==> src/rtl/fp32_serial_host.sv <==
// Host side of the fp32 adder serial link.
// Takes an operand pair over valid/ready, resets and arms the adder core,
// shifts A then B out MSB-first on add_sdi, then collects the 32-bit result
// from add_sdo while add_done is high. Status and data are returned over
// valid/ready. Only one operation is in flight at a time.
// Every output is registered: each output register is loaded from the value
// that belongs to the state being entered, so the outputs line up with the
// state that is actually active.
module fp32_serial_host #(
  parameter int RST_CYCLES = 2,
  parameter int ARM_CYCLES = 2,
  parameter int LEAD       = 2,
  parameter int TIMEOUT    = 255
) (
  input  logic        clk,
  input  logic        reset,
  input  logic        req_valid,
  output logic        req_ready,
  input  logic [31:0] op_a,
  input  logic [31:0] op_b,
  output logic        rsp_valid,
  input  logic        rsp_ready,
  output logic [31:0] rsp_data,
  output logic [1:0]  rsp_status,
  output logic        add_rst,
  output logic        add_go,
  output logic        add_sdi,
  input  logic        add_sdo,
  input  logic        add_done,
  input  logic        add_over,
  input  logic        add_under
);

  localparam logic [1:0] ST_OK    = 2'b00;
  localparam logic [1:0] ST_OVER  = 2'b01;
  localparam logic [1:0] ST_UNDER = 2'b10;
  localparam logic [1:0] ST_TMO   = 2'b11;

  typedef enum logic [2:0] {
    S_IDLE, S_RST, S_ARM, S_GO, S_SEND, S_WAIT, S_RECV, S_RESP
  } state_t;

  state_t      r_state, w_state_next;
  logic [6:0]  r_bit_cnt;
  logic [3:0]  r_lead_cnt;
  logic [15:0] r_tmo_cnt;
  logic [63:0] r_shreg;
  logic [30:0] r_res;

  logic        r_req_ready, r_rsp_valid, r_add_rst, r_add_go, r_add_sdi;
  logic [31:0] r_rsp_data;
  logic [1:0]  r_rsp_status;

  logic        w_req_ready_next, w_rsp_valid_next, w_add_rst_next, w_add_go_next, w_add_sdi_next;
  logic [31:0] w_rsp_data_next;
  logic [1:0]  w_rsp_status_next;

  // State register
  always_ff @(posedge clk or posedge reset) begin
    if (reset) r_state <= S_IDLE;
    else       r_state <= w_state_next;
  end

  // Next-state decision
  always_comb begin
    w_state_next = r_state;
    case (r_state)
      S_IDLE: if (req_valid && r_req_ready) w_state_next = S_RST;
      S_RST:  if (r_tmo_cnt == 16'(RST_CYCLES - 1)) w_state_next = S_ARM;
      S_ARM:  if (r_tmo_cnt == 16'(ARM_CYCLES - 1)) w_state_next = (LEAD == 0) ? S_SEND : S_GO;
      S_GO:   if (r_lead_cnt == 4'(LEAD - 1)) w_state_next = S_SEND;
      S_SEND: if (r_bit_cnt == 7'd63) w_state_next = S_WAIT;
      S_WAIT: begin
        // A done in the final waiting cycle still beats the timeout.
        if (add_done) w_state_next = (add_over || add_under) ? S_RESP : S_RECV;
        else if (r_tmo_cnt == 16'(TIMEOUT - 1)) w_state_next = S_RESP;
      end
      S_RECV: if (!add_done || r_bit_cnt == 7'd30) w_state_next = S_RESP;
      S_RESP: if (rsp_ready) w_state_next = S_IDLE;
      default: w_state_next = S_IDLE;
    endcase
  end

  // Output values for the cycle that follows this clock edge
  always_comb begin
    w_req_ready_next  = (w_state_next == S_IDLE);
    w_rsp_valid_next  = (w_state_next == S_RESP);
    w_add_rst_next    = (w_state_next == S_RST) || (w_state_next == S_RESP);
    w_add_go_next     = (w_state_next == S_IDLE) || (w_state_next == S_RST) || (w_state_next == S_ARM);
    w_add_sdi_next    = (w_state_next == S_SEND) ? r_shreg[63] : 1'b0;
    w_rsp_status_next = r_rsp_status;
    w_rsp_data_next   = r_rsp_data;
    case (r_state)
      S_WAIT: if (w_state_next == S_RESP) begin
        w_rsp_data_next = '0;
        if (add_done && add_over)       w_rsp_status_next = ST_OVER;
        else if (add_done && add_under) w_rsp_status_next = ST_UNDER;
        else                            w_rsp_status_next = ST_TMO;
      end
      S_RECV: if (w_state_next == S_RESP) begin
        if (add_done) begin
          w_rsp_status_next = ST_OK;
          w_rsp_data_next   = {r_res, add_sdo};
        end else begin
          w_rsp_status_next = ST_TMO;
          w_rsp_data_next   = '0;
        end
      end
      S_RESP: if (w_state_next == S_IDLE) begin
        w_rsp_status_next = ST_OK;
        w_rsp_data_next   = '0;
      end
      default: ;
    endcase
  end

  // Output registers
  always_ff @(posedge clk or posedge reset) begin
    if (reset) begin
      r_req_ready  <= 1'b0;
      r_rsp_valid  <= 1'b0;
      r_rsp_data   <= '0;
      r_rsp_status <= ST_OK;
      r_add_rst    <= 1'b1;
      r_add_go     <= 1'b1;
      r_add_sdi    <= 1'b0;
    end else begin
      r_req_ready  <= w_req_ready_next;
      r_rsp_valid  <= w_rsp_valid_next;
      r_rsp_data   <= w_rsp_data_next;
      r_rsp_status <= w_rsp_status_next;
      r_add_rst    <= w_add_rst_next;
      r_add_go     <= w_add_go_next;
      r_add_sdi    <= w_add_sdi_next;
    end
  end

  // Phase counters: cleared on every state change, advanced only where they are used
  always_ff @(posedge clk or posedge reset) begin
    if (reset) begin
      r_bit_cnt  <= '0;
      r_lead_cnt <= '0;
      r_tmo_cnt  <= '0;
    end else if (w_state_next != r_state) begin
      r_bit_cnt  <= '0;
      r_lead_cnt <= '0;
      r_tmo_cnt  <= '0;
    end else begin
      if (r_state == S_SEND || r_state == S_RECV) r_bit_cnt <= r_bit_cnt + 7'd1;
      if (r_state == S_GO) r_lead_cnt <= r_lead_cnt + 4'd1;
      if (r_state == S_RST || r_state == S_ARM || r_state == S_WAIT) r_tmo_cnt <= r_tmo_cnt + 16'd1;
    end
  end

  // Operand shifter (shifts as each bit is launched) and result collector
  always_ff @(posedge clk or posedge reset) begin
    if (reset) begin
      r_shreg <= '0;
      r_res   <= '0;
    end else begin
      if (r_state == S_IDLE && req_valid && r_req_ready) r_shreg <= {op_a, op_b};
      else if (w_state_next == S_SEND)                   r_shreg <= {r_shreg[62:0], 1'b0};
      if ((r_state == S_WAIT || r_state == S_RECV) && add_done) r_res <= {r_res[29:0], add_sdo};
    end
  end

  assign req_ready  = r_req_ready;
  assign rsp_valid  = r_rsp_valid;
  assign rsp_data   = r_rsp_data;
  assign rsp_status = r_rsp_status;
  assign add_rst    = r_add_rst;
  assign add_go     = r_add_go;
  assign add_sdi    = r_add_sdi;

endmodule
==> config.mk <==
export PLATFORM = sky130hd
export DESIGN_NAME = fp32_serial_host
export DESIGN_NICKNAME = d
export VERILOG_FILES = /design/src/rtl/fp32_serial_host.sv
export SDC_FILE = /design/constraint.sdc
export NUM_CORES = 1
export LEC_CHECK = 0
export CORE_ASPECT_RATIO = 0.9
export CORE_UTILIZATION = 53
export DETAILED_ROUTE_END_ITERATION = 12
export GPL_TIMING_DRIVEN = 0
export HOLD_SLACK_MARGIN = 0.06
export PLACE_DENSITY_LB_ADDON = 0.12
export SLEW_MARGIN = 15
export SYNTH_ARGS = -nofsm -noshare
export SYNTH_HDL_FRONTEND = slang
export SYNTH_SLANG_ARGS = --single-unit
==> constraint.sdc <==
create_clock -name clk -period 7.3 [get_ports clk]
set_input_delay 2.19 -clock clk [delete_from_list [all_inputs] [get_ports clk]]
set_output_delay 2.19 -clock clk [all_outputs]
set_load 0.02 [all_outputs]
==> results of run 1 <==
-- registers in the layout (all words and copies together), names as in the netlist --
name	flops
add_go	1
add_rst	1
add_sdi	1
r_bit_cnt	7
r_lead_cnt	4
r_res	31
r_shreg	64
r_state	3
r_tmo_cnt	16
req_ready	1
rsp_data	32
rsp_status	2
rsp_valid	1
-- cell type report --
type,count,share of cell area
buffer,63,0.0356
clock buffer,19,0.0444
clock inverter,13,0.0158
inverter,8,0.00376
multi-input combinational,555,0.352
sequential,164,0.411
tap,198,0.0248
timing repair buffer,110,0.112
-- Yosys cell counts, types with 2 or more instances --
cell and instances:
nor3_1 3, nor2b_1 4, nand3_1 5, mux2i_1 34
buf_1 2, nor4b_1 3, a2111oi_0 3, mux2_2 31
inv_1 7, and4_1 4, buf_2 11, buf_12 3
dfstp_2 2, nand2_1 216, a21oi_1 3, a211oi_1 3
a41oi_1 2, dfrtp_1 162, clkbuf_1 33, buf_4 13
xnor2_1 12, o21ai_0 4, nand4_1 7, and3_1 3
nand2b_1 3, o211ai_1 128, nor2_1 35, and2_1 2
ha_1 7, xor2_1 12
-- how the worst max path moves through the flow --
stage / to / slack (ns) / cells after the start
5_1_grt: r_shreg[36]$_DFFE_PP0P_ / 3.00 / 7
6_report: r_shreg[36]$_DFFE_PP0P_ / 3.10 / 7
3_5_place_dp: r_shreg[36]$_DFFE_PP0P_ / 2.70 / 7
3_3_place_gp: r_shreg[13]$_DFFE_PP0P_ / -1.34 / 2
4_1_cts: r_shreg[36]$_DFFE_PP0P_ / 3.14 / 7
2_1_floorplan: add_sdi$_DFF_PP0_ / 0.68 / 1
-- worst max-delay path, stage by stage --
cell and delay, ns:
clkdlybuf4s50_1 0.46, nor4bb_1 0.50, and2_1 0.21, clkbuf_1 0.48, clkbuf_1 0.41, nand2_1 0.14, o211ai_1 0.13
-- cells by family after synthesis --
| group | after synthesis | share of synthesized area |
|---|---|---|
| buffers and inverters | 71 | 0.0481 |
| XOR/XNOR | 24 | 0.0262 |
| adder cells (fa/ha/maj) | 7 | 0.0109 |
| multiplexers | 65 | 0.0861 |
| AND/OR/NAND/NOR | 298 | 0.159 |
| flip-flops | 164 | 0.513 |
| AO/OA/AOI/OAI | 161 | 0.157 |
-- power groups by stage --
stage / registers, mW / clock network, mW / logic [mW]
after floorplan: 1.29 / 0 / 0.832
after global placement: 1.28 / 0 / 1.12
after detailed placement: 1.29 / 0 / 1.16
after CTS: 1.28 / 0.920 / 1.17
after global routing: 1.32 / 0.963 / 1.30
final: 1.29 / 0.910 / 1.18
-- stage by stage --
| step | hold slack [ns] | instance area (um2) | worst slack, ns |
|---|---|---|---|
| 3_3_place_gp | 0.483 | 9350 | -1.34 |
| 2_1_floorplan | 0.453 | 8010 | 0.680 |
| 3_5_place_dp | 0.491 | 9380 | 2.70 |
| 5_1_grt | 0.532 | 9980 | 3.00 |
| 4_1_cts | 0.508 | 9980 | 3.14 |
| 6_report | 0.503 | 9980 | 3.10 |
-- routing by layer --
layer | part of all wire | wire length [um]
met1 | 0.47 | 8590
met3 | 0.048 | 874
met4 | 0.011 | 193
met5 | 0 | 0
met2 | 0.47 | 8680
==> impl_results.md, run 1 <==
- Critical path endpoint category: register
- Syn_nets: 869
- Synth area leaders: dfrtp_1 (51%), o211ai_1 (12%), nand2_1 (10%)
- Setup bufs post-CTS: 0
- HPWL Detailed: 12500 um
- Setup violators final: 0
- I/O Pins: 111
- Worst slew margin: 0.588
- Max-cap violations: 0
- Setup slack, reg-to-reg: 4.64 ns
- Fmax: 238 MHz
- Cts hold-fix bufs: 0
- Power Total: 3.37 mW
- Netlist Area Pre-Place: 8010 um2
- Register area share after synthesis: 0.513
- FFs w/ async S/R, synth: 1.00
- Final layout net count: 998
- Die H: 119 um
- Initial DRC Count: 426
- Largest net degree at the start of global routing: 113
- Filler cells: 1118
- CP arrival: 4.54 ns
- DR vias: 6479
- Most frequent cells in the layout: nand2_1 (216), dfrtp_1 (162), o211ai_1 (128), clkdlybuf4s50_1 (109), nor2_1 (35)
- Crit share post-route: 0.575
- Startpoint Class: input port
- Warning count from the yosys run: 0
- Synth unique cells: 63
- H-tree depth: 4
- Critical Path Source: req_valid
- Clock power frac: 0.270
- Clock transition at path regs: 0.07 ns
- Final ANT Viol Nets: 0
- Cell taking the most area after synthesis: dfrtp_1
- Grt peak-use layer: met2
- Outcome: completed
- Ys flop type: dfrtp_1
- N_diodes: 0
- Rows: 42
- Number of synthesized register bits: 164
- Combinational power share: 0.349
- Min-delay worst type: register to register
- Vias in the first global route: 6417
- Area of the core: 14700 um2
- Inserted Clock Buffers: 17
- Commonest non-fill, non-tap cell in the layout: nand2_1
- Initial antenna violation count: 0
- Minimum clock period: 4.20 ns
- Int Power: 2.17 mW
- R2R depth: 9
- CTS tree: built
- Final hold vios: 0
- Hold Path End: add_sdi$_DFF_PP0_
- Die W: 132 um
- CP max FO: 10
- Number of synthesized flops with an enable pin: 0
- Setup TNS: 0 ns
- WHS Path Cells: 1
- M2 GR Usage: 0.394
- Final std cells w/o fill: 1130
- Synth top area share: 0.506
- Area Growth Syn to Fin: 24.6%
- Initial core utilization: 0.544
- GR Util met1: 0.355
- Vias per std cell: 5.73
- Register area: 4110 um2
- Leakage power: 4.05 nW
- Die Area: 15600 um2
- VDD IR max: 0.189 mV
- Worst skew pair latency: 0.43 ns
- CTS resizes: 0
- Pins over their slew limit: 0
- Root buffer cell: clkbuf_16
- Hold path startpoint: r_shreg[63]$_DFFE_PP0P_
- Clock Skew: 0.00912 ns
- Wire length of the first global-routing pass: 31500 um
- Placed Cells: 1098
- GRT overflow: 0
- Clock Tree Buf Depth: 2
- Avg WL per Cell: 16.2 um
- Sw Pwr: 1.21 mW
- Power per cell area: 338 nW/um2
- Reg power frac: 0.382
- Area of the multi-input gates: 3520 um2
- Final core utilization: 0.679
- Reg-to-Reg End: r_shreg[8]$_DFFE_PP0P_
- Gr usage total: 0.251
- Share of layout cells above drive strength 1: 0.113
- # clock sinks: 164
- Switching Share: 0.358
- IO buf count: 109
- RR Startpoint: r_tmo_cnt[0]$_DFFE_PP0P_
- Unrepaired setup endpoints after global routing: false
- WL final: 18300 um
- Pre-antenna DRT Iters: 5
- Syn Inst Count: 790
- Tightest Pin Transition: 0.609 ns
- Kind of critical path: input port to register
- Drt drc: 0
- Critical Path RT: 7.64 ns
- Final GP Congestion: 0.841
- Mapped Avg Cell Area: 10.1 um2
- Met3 Resource Use GR: 0.0498
(Power assumes the default switching activity.)
==> run 2, diff against run 1 <==
clock period = 4.4 ns   (was 7.3 ns; I/O delays follow)
==> run 2 against run 1 <==
Against the previous run:
- sequential share of layout area down 0.47 points
- clock skew is 0.0017 ns higher
- worst hold slack better by 0.0092 ns
- sequential power up 65%
- power up 68%
- register-to-register slack worse by 2.8 ns
- global-route usage is essentially flat
- utilization rose by 0.79 points
- wire length down 0.15%
- sequential cell count did not move
- critical path type unchanged
- critical endpoint is now r_shreg[46]$_DFFE_PP0P_
- highest routed layer unchanged
==> impl_results.md, run 2 (synthesized netlist as in run 1, its figures left out) <==
- Kind of critical path: input port to register
- Critical Path RT: 4.74 ns
- CTS resizes: 0
- Area of the multi-input gates: 3520 um2
- Power per cell area: 562 nW/um2
- Clock Tree Buf Depth: 2
- DR vias: 6453
- Area Growth Syn to Fin: 26.1%
- Most frequent cells in the layout: nand2_1 (216), dfrtp_1 (162), o211ai_1 (128), clkdlybuf4s50_1 (109), nor2_1 (35)
- Tightest Pin Transition: 0.630 ns
- Die Area: 15600 um2
- Unrepaired setup endpoints after global routing: false
- HPWL Detailed: 12900 um
- Setup TNS: 0 ns
- Pins over their slew limit: 0
- Minimum clock period: 3.22 ns
- Wire length of the first global-routing pass: 31700 um
- Cts hold-fix bufs: 0
- GRT overflow: 0
- Register area: 4110 um2
- Outcome: completed
- Crit share post-route: 0.731
- Commonest non-fill, non-tap cell in the layout: nand2_1
- H-tree depth: 4
- IO buf count: 109
- Leakage power: 4.10 nW
- Max-cap violations: 0
- Largest net degree at the start of global routing: 39
- Die H: 119 um
- Fmax: 311 MHz
- Vias in the first global route: 6491
- Drt drc: 0
- Clock transition at path regs: 0.06 ns
- Startpoint Class: input port
- Largest reg by FF count: r_shreg
- Root buffer cell: clkbuf_16
- Critical path endpoint category: register
- Gr usage total: 0.251
- CP max FO: 10
- Area of the core: 14700 um2
- Inserted Clock Buffers: 17
- Worst skew pair latency: 0.43 ns
- Worst slew margin: 0.574
- Clock Skew: 0.0109 ns
- Min-delay worst type: register to register
- Initial DRC Count: 469
- CTS tree: built
- I/O Pins: 111
- Avg WL per Cell: 16.1 um
- Initial core utilization: 0.544
- N_diodes: 0
- Final layout net count: 1002
- Final GP Congestion: 0.864
- Initial antenna violation count: 0
- Setup bufs post-CTS: 0
- Die W: 132 um
- Setup violators final: 0
- PnR worst setup slack: 1.18 ns
- Worst slack, placed: 0.735 ns
- WL final: 18300 um
- Flip-flop count of the largest register after layout: 64
- Final ANT Viol Nets: 0
- VDD IR max: 0.313 mV
- Pre-antenna DRT Iters: 5
- Vias per std cell: 5.69
- Final hold vios: 0
- CP arrival: 3.55 ns
- Filler cells: 1149
- # clock sinks: 164
- Rows: 42
- Share of layout cells above drive strength 1: 0.118
run 2: cell types whose count changed in the layout (fill, tap and decap cells not counted), sizes merged:
cell and change:
clkinvlp +1, clkinv -2, buf +4, inv +1, bufinv +1, clkbuf -1
run 2: path summary, 6_finish.rpt:
check | from | end | slack [ns] | cells after the start
setup / recovery | req_valid | r_shreg[46]$_DFFE_PP0P_ | 1.18 | 7
hold / removal | r_res[30]$_DFFE_PP0P_ | r_res[30]$_DFFE_PP0P_ | 0.51 | 1
setup reg to reg | r_tmo_cnt[0]$_DFFE_PP0P_ | r_shreg[46]$_DFFE_PP0P_ | 1.84 | 9
hold reg to reg | r_res[30]$_DFFE_PP0P_ | r_res[30]$_DFFE_PP0P_ | 0.51 | 1
max in group asynchronous | reset | r_tmo_cnt[4]$_DFFE_PP0P_ | 2.28 | 5
min in group asynchronous | reset | r_shreg[35]$_DFFE_PP0P_ | 1.23 | 2
run 2: metrics by stage:
step	instance area, um2	total power, mW	hold WS (ns)	util	std cells
3_3_place_gp	9350	3.99	0.480	0.636	1097
5_1_grt	10100	6.03	0.525	0.686	1134
6_report	10100	5.68	0.512	0.686	1134
4_1_cts	10100	5.70	0.505	0.686	1134
3_5_place_dp	9460	4.09	0.488	0.643	1102
2_1_floorplan	8010	3.51	0.453	-	790
run 2: layer usage:
metal / wire [um] / GRT usage
met5: 0 / 0
met4: 184 / 0.0756
met3: 755 / 0.0438
met2: 8940 / 0.398
met1: 8420 / 0.353
run 2: area by class of cell:
class	instances	area share
plain buffers	63	0.0352
repair buffers	114	0.119
multi-input cells	555	0.348
clock inverters	14	0.0199
flip-flops and latches	164	0.407
well taps	198	0.0245
clock buffers	18	0.0435
inverters	8	0.00334
run 2: power breakdown:
group          switching, mW  internal, mW  leakage (nW)  total, mW
Combinational           1.15         0.794          1.56       1.95
Sequential             0.234          1.90          2.23       2.13
Clock                  0.625         0.972         0.301       1.60
run 2: worst max-delay path: stages:
cell             delay, ns
clkdlybuf4s50_1       0.47
nor4bb_1              0.52
and2_1                0.21
clkbuf_1              0.40
clkbuf_1              0.39
nand2_1               0.12
o211ai_1              0.12
